===== config.mk =====
export PLATFORM = sky130hd
export DESIGN_NAME = fifo_packet_framer_flat
export DESIGN_NICKNAME = d
export VERILOG_FILES = /design/src/rtl/fifo_packet_framer_pkg.sv /design/src/rtl/fifo_packet_framer_if.sv /design/src/rtl/fifo_packet_framer.sv /design/src/flat_wrapper.sv
export SDC_FILE = /design/constraint.sdc
export NUM_CORES = 1
export LEC_CHECK = 0
export ABC_CLOCK_PERIOD_IN_PS = 2200
export CAP_MARGIN = 10
export CORE_MARGIN = 1.5
export CORE_UTILIZATION = 40
export DETAILED_ROUTE_END_ITERATION = 12
export HOLD_SLACK_MARGIN = 0.05
export PLACE_DENSITY = 0.64
export SYNTH_ARGS = -nofsm -noshare
export SYNTH_HDL_FRONTEND = slang
export SYNTH_SLANG_ARGS = --single-unit

===== constraint.sdc =====
create_clock -name clk -period 2.2 [get_ports clk]
set_input_delay 0.44 -clock clk [delete_from_list [all_inputs] [get_ports clk]]
set_output_delay 0.44 -clock clk [all_outputs]
set_load 0.02 [all_outputs]

===== src/rtl/fifo_packet_framer_pkg.sv =====
// Shared definitions for the packet framer and the host-side frame decoder:
// state encoding and the default frame sync byte.
package fifo_packet_framer_pkg;

   // Framer states. SYNC is a reserved encoding that the framer never enters
   // (the sync byte is loaded directly on the IDLE exit).
   typedef enum logic [2:0] {
      IDLE    = 3'd0,
      SYNC    = 3'd1,
      SEQ     = 3'd2,
      PAYLOAD = 3'd3,
      CHK     = 3'd4
   } state_t;

   // First byte of every frame unless overridden.
   localparam logic [7:0] DEFAULT_SYNC_BYTE = 8'hA5;

endpackage


===== src/rtl/fifo_packet_framer_if.sv =====
// Bundle of the framer's FIFO read port, tx byte stream and status signals.
// Handshakes: fifo_pop consumes the FWFT head word in the cycle it is high and
// is only raised while fifo_nempty=1; a tx byte transfers in every cycle where
// tx_valid && tx_ready, and tx_data is held stable while tx_valid && !tx_ready.
interface fifo_packet_framer_if #(
   parameter int WIDTH = 8
);
   import fifo_packet_framer_pkg::*;

   logic             fifo_nempty;
   logic [WIDTH-1:0] fifo_data;
   logic             fifo_pop;
   logic [WIDTH-1:0] tx_data;
   logic             tx_valid;
   logic             tx_ready;
   logic             busy;
   logic [WIDTH-1:0] seq;
   state_t           state;      // debug view of the framer FSM

   // Framer side.
   modport master (
      input  fifo_nempty, fifo_data, tx_ready,
      output fifo_pop, tx_data, tx_valid, busy, seq, state
   );

   // Environment side (FIFO and host-link transmitter).
   modport slave (
      output fifo_nempty, fifo_data, tx_ready,
      input  fifo_pop, tx_data, tx_valid, busy, seq, state
   );

endinterface


===== src/rtl/fifo_packet_framer.sv =====
// Packet framer: pops payload bytes from a FWFT FIFO and emits frames
// SYNC, seq, payload[PAYLOAD_LEN], chk as a registered valid/ready stream.
// The checksum makes seq + sum(payload) + chk == 0 modulo 2^WIDTH.
module fifo_packet_framer
   import fifo_packet_framer_pkg::*;
#(
   parameter int               WIDTH       = 8,
   parameter int               PAYLOAD_LEN = 16,
   parameter logic [WIDTH-1:0] SYNC_BYTE   = WIDTH'(DEFAULT_SYNC_BYTE)
) (
   input  logic                 clk,
   input  logic                 rst_n,
   fifo_packet_framer_if.master bus
);

   localparam int CNT_W = 8;   // covers PAYLOAD_LEN up to 255

   state_t           state_q, state_d;
   logic [WIDTH-1:0] acc_q, acc_d;
   logic [CNT_W-1:0] cnt_q, cnt_d;
   logic [WIDTH-1:0] seq_q, seq_d;
   logic [WIDTH-1:0] tx_data_q;
   logic             tx_valid_q;

   logic             load_ok;
   logic             load;
   logic [WIDTH-1:0] load_byte;
   logic             pop;

   // The output register can take a new byte when empty or being drained now.
   assign load_ok = !tx_valid_q || bus.tx_ready;

   // Next-state, datapath updates and the byte to load into the output register.
   always_comb begin
      state_d   = state_q;
      acc_d     = acc_q;
      cnt_d     = cnt_q;
      seq_d     = seq_q;
      load      = 1'b0;
      load_byte = '0;
      pop       = 1'b0;
      case (state_q)
         IDLE: begin
            if (bus.fifo_nempty && load_ok) begin
               load      = 1'b1;
               load_byte = SYNC_BYTE;
               state_d   = SEQ;
            end
         end
         SEQ: begin
            if (load_ok) begin
               load      = 1'b1;
               load_byte = seq_q;
               acc_d     = seq_q;
               cnt_d     = '0;
               state_d   = PAYLOAD;
            end
         end
         PAYLOAD: begin
            pop = bus.fifo_nempty && load_ok;
            if (pop) begin
               load      = 1'b1;
               load_byte = bus.fifo_data;
               acc_d     = acc_q + bus.fifo_data;
               cnt_d     = cnt_q + CNT_W'(1);
               if (cnt_q == CNT_W'(PAYLOAD_LEN - 1)) begin
                  state_d = CHK;
               end
            end
         end
         CHK: begin
            if (load_ok) begin
               load      = 1'b1;
               load_byte = (~acc_q) + WIDTH'(1);
               seq_d     = seq_q + WIDTH'(1);
               state_d   = IDLE;
            end
         end
         default: begin
            state_d = IDLE;
         end
      endcase
   end

   // State, checksum/counter/sequence registers and the tx output register.
   always_ff @(posedge clk or negedge rst_n) begin
      if (!rst_n) begin
         state_q    <= IDLE;
         acc_q      <= '0;
         cnt_q      <= '0;
         seq_q      <= '0;
         tx_data_q  <= '0;
         tx_valid_q <= 1'b0;
      end else begin
         state_q <= state_d;
         acc_q   <= acc_d;
         cnt_q   <= cnt_d;
         seq_q   <= seq_d;
         if (load) begin
            tx_data_q  <= load_byte;
            tx_valid_q <= 1'b1;
         end else if (bus.tx_ready) begin
            tx_valid_q <= 1'b0;
         end
      end
   end

   assign bus.fifo_pop = pop;
   assign bus.tx_data  = tx_data_q;
   assign bus.tx_valid = tx_valid_q;
   assign bus.busy     = (state_q != IDLE);
   assign bus.seq      = seq_q;
   assign bus.state    = state_q;

endmodule


===== src/flat_wrapper.sv =====
// flat-port wrapper written by rule: the top's interface ports become plain ports
module fifo_packet_framer_flat import fifo_packet_framer_pkg::*;
#(
   parameter int               WIDTH       = 8,
   parameter int               PAYLOAD_LEN = 16,
   parameter logic [WIDTH-1:0] SYNC_BYTE   = WIDTH'(DEFAULT_SYNC_BYTE)
)
  (clk, rst_n, bus_fifo_nempty, bus_fifo_data, bus_tx_ready, bus_fifo_pop, bus_tx_data, bus_tx_valid, bus_busy, bus_seq, bus_state);
  fifo_packet_framer_if #(.WIDTH(WIDTH)) bus_i ();
  input  logic clk;
  input  logic rst_n;
  input wire logic [$bits(bus_i.fifo_nempty)-1:0] bus_fifo_nempty;
  input wire logic [$bits(bus_i.fifo_data)-1:0] bus_fifo_data;
  input wire logic [$bits(bus_i.tx_ready)-1:0] bus_tx_ready;
  output wire logic [$bits(bus_i.fifo_pop)-1:0] bus_fifo_pop;
  output wire logic [$bits(bus_i.tx_data)-1:0] bus_tx_data;
  output wire logic [$bits(bus_i.tx_valid)-1:0] bus_tx_valid;
  output wire logic [$bits(bus_i.busy)-1:0] bus_busy;
  output wire logic [$bits(bus_i.seq)-1:0] bus_seq;
  output wire logic [$bits(bus_i.state)-1:0] bus_state;
  assign bus_i.fifo_nempty = bus_fifo_nempty;
  assign bus_i.fifo_data = bus_fifo_data;
  assign bus_i.tx_ready = bus_tx_ready;
  assign bus_fifo_pop = bus_i.fifo_pop;
  assign bus_tx_data = bus_i.tx_data;
  assign bus_tx_valid = bus_i.tx_valid;
  assign bus_busy = bus_i.busy;
  assign bus_seq = bus_i.seq;
  assign bus_state = bus_i.state;
  fifo_packet_framer #(.WIDTH(WIDTH), .PAYLOAD_LEN(PAYLOAD_LEN), .SYNC_BYTE(SYNC_BYTE)) u_core (.clk(clk), .rst_n(rst_n), .bus(bus_i));
endmodule

==> results.yml <==
synthesis:
  synthCells: 226
  synth_warnings: 0
  yosysMostFrequentCell: "dfrtp_1"
  yosysTopAreaCell: "dfrtp_1"
  synth_edf_count: 0
  synth_flop_cell: "dfrtp_1"
  synth.avg_cell_area_um2: 9.34
  syn_nets: 249
  synthTopCellsByArea: "dfrtp_1 43%, ha_1 5.9%, xnor2_1 5.8%"
  yosysUniqueCellTypes: 42
  synth_seq_area_share: 0.427
  synth-seq-cells: 36
  yosys-top-cells-count: "36 x dfrtp_1, 23 x nand2_1, 19 x nor2_1"
  yosysTopAreaCellShare: 0.427
  async_flop_share: 1.00
  netlist_area_um2: 2110
drt:
  wl_per_cell_um: 15.6
  viasPerCell: 5.35
  vias: 1905
  totalWireLength_um: 5540
  post-route-drc-count: 0
  first_pass_iters: 5
  drt_iter0_markers: 170
  ant_nets: 0
finish:
  fin_nets: 308
  n_antenna_cell: 0
  fillCellCount: 473
  area_growth_pct: 31.9
  drive_gt1_frac: 0.161
  layout.cells.non_filler: 356
worst_setup_path:
  crit_path_start_kind: "primary input"
  critPathMaxFanout: 2
  worstSetupPathType: "primary input to flip-flop"
  critPathCaptureType: "flip-flop"
  critPathRequiredTime_ns: 2.41
  r2r_slack_ns: 0.23
  crit_family: "buffers and inverters"
  slowest_delay_ns: 0.50
  cp_num_buf_inv: 2
  r2r_start: "u_core.bus.state[1]$_DFFE_PN0P_"
  path_cells: "clkdlybuf4s50_1 > ha_2 > inv_1 > fa_2 > nor2b_2 > o31a_1 > o21ai_1 > and4_1 > nor3_2"
  worst_r2r_path_depth: 6
  slowest_stage: "clkdlybuf4s50_1"
  arrival_ns: 2.30
  r2r_end: "u_core.bus.seq[7]$_DFFE_PN0P_"
global_routing:
  grt_usage: 0.217
  grt_max_degree: 37
  antenna_found_initial: 0
  grt_pass1_vias: 1854
  grt_pass1_wl_um: 9050
  grt_overflow: 0
clock_tree:
  cts_max_path_buffers: 2
  cts_made_buffers: 5
  clk_latency_ns: 0.29
  clk_pin_slew_ns: 0.07
  cts_tree: "built"
  cts.sinks: 36
  cts-hold-fix-buffers: 0
  cts_max_level: 2
  cts_root_buf: "clkbuf_8"
outcome:
  status: "completed"
floorplanning:
  design.die.area_um2: 5720
  initial_core_util: 0.413
  rows: 26
  die_w_um: 75.6
  die_h_um: 75.6
  io_pins: 34
  core_area_um2: 5110
sta:
  max_freq_ghz: 0.480
  rsz0062_at_grt: "false"
  tightest_slew_ns: 0.815
  setup_viol: 0
  setup_ws_ns: 0.119
  min_period_ns: 2.08
  skew_ns: 0.00480
  hold_viol: 0
  finalSetupTns_ns: 0
  maxSlewViolCount: 0
  min_period_over_period: 0.946
  slew_headroom: 0.456
place:
  hpwl_um: 4040
  place_inst: 348
  place_ws_ns: -0.281
  gp_congestion: 0.906
  io_buffers: 33
pwr:
  total_power_mw: 3.43
  leakage_nw: 1.20
  ir_drop_uv: 626
  power_density_nw_per_um2: 1230
flow_run:
  maxCapViolCount: 0
worst_hold_path:
  hold_class: "primary input to async pin"
## area by class of cell
| type | count | area, um2 | area share |
|---|---|---|---|
| clock buffers | 8 | 90.1 | 0.0324 |
| inverters | 7 | 26.3 | 0.00944 |
| multi-input cells | 177 | 1170 | 0.420 |
| flip-flops and latches | 36 | 901 | 0.324 |
| well taps | 70 | 87.6 | 0.0315 |
| repair buffers | 58 | 510 | 0.183 |
## layer usage
| layer | up-vias | global-route usage | share of wire |
|---|---|---|---|
| li1 | 941 | - | - |
| met1 | 898 | 0.293 | 0.46 |
| met2 | 52 | 0.333 | 0.46 |
| met3 | 14 | 0.0529 | 0.055 |
| met4 | 0 | 0.0933 | 0.028 |
| met5 | - | 0 | 0 |
## metrics by stage
step	util	hold WS, ns	cell area [um2]
CTS	0.542	0.266	2770
finish	0.545	0.235	2780
detailed placement	0.524	0.468	2680
global placement	0.524	0.460	2680
global route	0.545	0.294	2780
floorplan	-	0.144	2110
## state kept, by name (all words and copies together), names as in the netlist
register	cells
u_core.bus.tx_valid	1
u_core.bus.state	3
u_core.cnt_q	8
u_core.bus.tx_data	8
u_core.bus.seq	8
u_core.acc_q	8
## how the worst max path moves through the flow
| stage | start | to | slack, ns | depth (start not counted) |
|---|---|---|---|---|
| 4_1_cts | bus_fifo_data[0] | u_core.acc_q[6]$_DFFE_PN0P_ | 0.02 | 9 |
| 3_5_place_dp | bus_fifo_data[0] | u_core.acc_q[6]$_DFFE_PN0P_ | -0.28 | 9 |
| 6_report | bus_fifo_data[0] | u_core.acc_q[6]$_DFFE_PN0P_ | 0.12 | 9 |
| 2_1_floorplan | u_core.bus.state[2]$_DFFE_PN0P_ | bus_fifo_pop | 0.38 | 4 |
| 3_3_place_gp | bus_tx_ready | bus_fifo_pop | -0.24 | 5 |
| 5_1_grt | bus_fifo_data[0] | u_core.acc_q[6]$_DFFE_PN0P_ | 0.02 | 9 |
## worst register-to-register path: stages (launching register included)
cell and delay, ns:
dfrtp_1 0.39, buf_4 0.16, or3b_2 0.51, nand2b_4 0.20
nor2_1 0.30, nand3_1 0.14, xnor2_1 0.15
## where the power goes
part / total [mW] / switching, mW / internal, mW
registers: 1.08 / 0.209 / 0.870
clock network: 0.488 / 0.233 / 0.255
logic: 1.87 / 0.989 / 0.879
total: 3.43 / 1.43 / 2.00
## placed cells by master (no fill, tap or decap), types with 2 or more instances in the layout
master / n
buf_4: 25
a22oi_1: 2
and3_1: 3
nor3_2: 2
or3_1: 8
xnor2_1: 14
o21ai_0: 14
nand2_1: 23
a21o_1: 2
ha_1: 9
o22ai_1: 4
nand2b_1: 2
nand4_1: 3
clkbuf_1: 2
a21oi_1: 13
inv_1: 7
a211oi_1: 2
clkdlybuf4s50_1: 30
dfrtp_1: 36
o211ai_1: 3
a31oi_1: 3
nor2_1: 19
xor2_1: 5
a222oi_1: 6
nor3b_1: 2
nor2b_1: 3
clkbuf_8: 6
nor3_1: 8
nand3_1: 8
nor2_2: 2
## logic make-up (layout without fill, tap and decap cells)
logic type | Yosys count | after routing | share of synthesized area
AND/OR/NAND/NOR | 92 | 92 | 0.231
buffers and inverters | 13 | 73 | 0.0279
flip-flops | 36 | 36 | 0.427
XOR/XNOR | 19 | 19 | 0.0788
AO/OA/AOI/OAI | 55 | 55 | 0.167
adder cells (fa/ha/maj) | 11 | 11 | 0.0688
## timing repair
| item | CTS | global route |
|---|---|---|
| setup buffers | 0 | 0 |
| pin swaps | 0 | 1 |
| gates resized for setup | 1 | 9 |
| cloned | 0 | 0 |
| setup endpoints to repair | 1 | 5 |
| hold endpoints to repair | 0 | 0 |
Note: power is estimated with default switching activity, not from simulation.
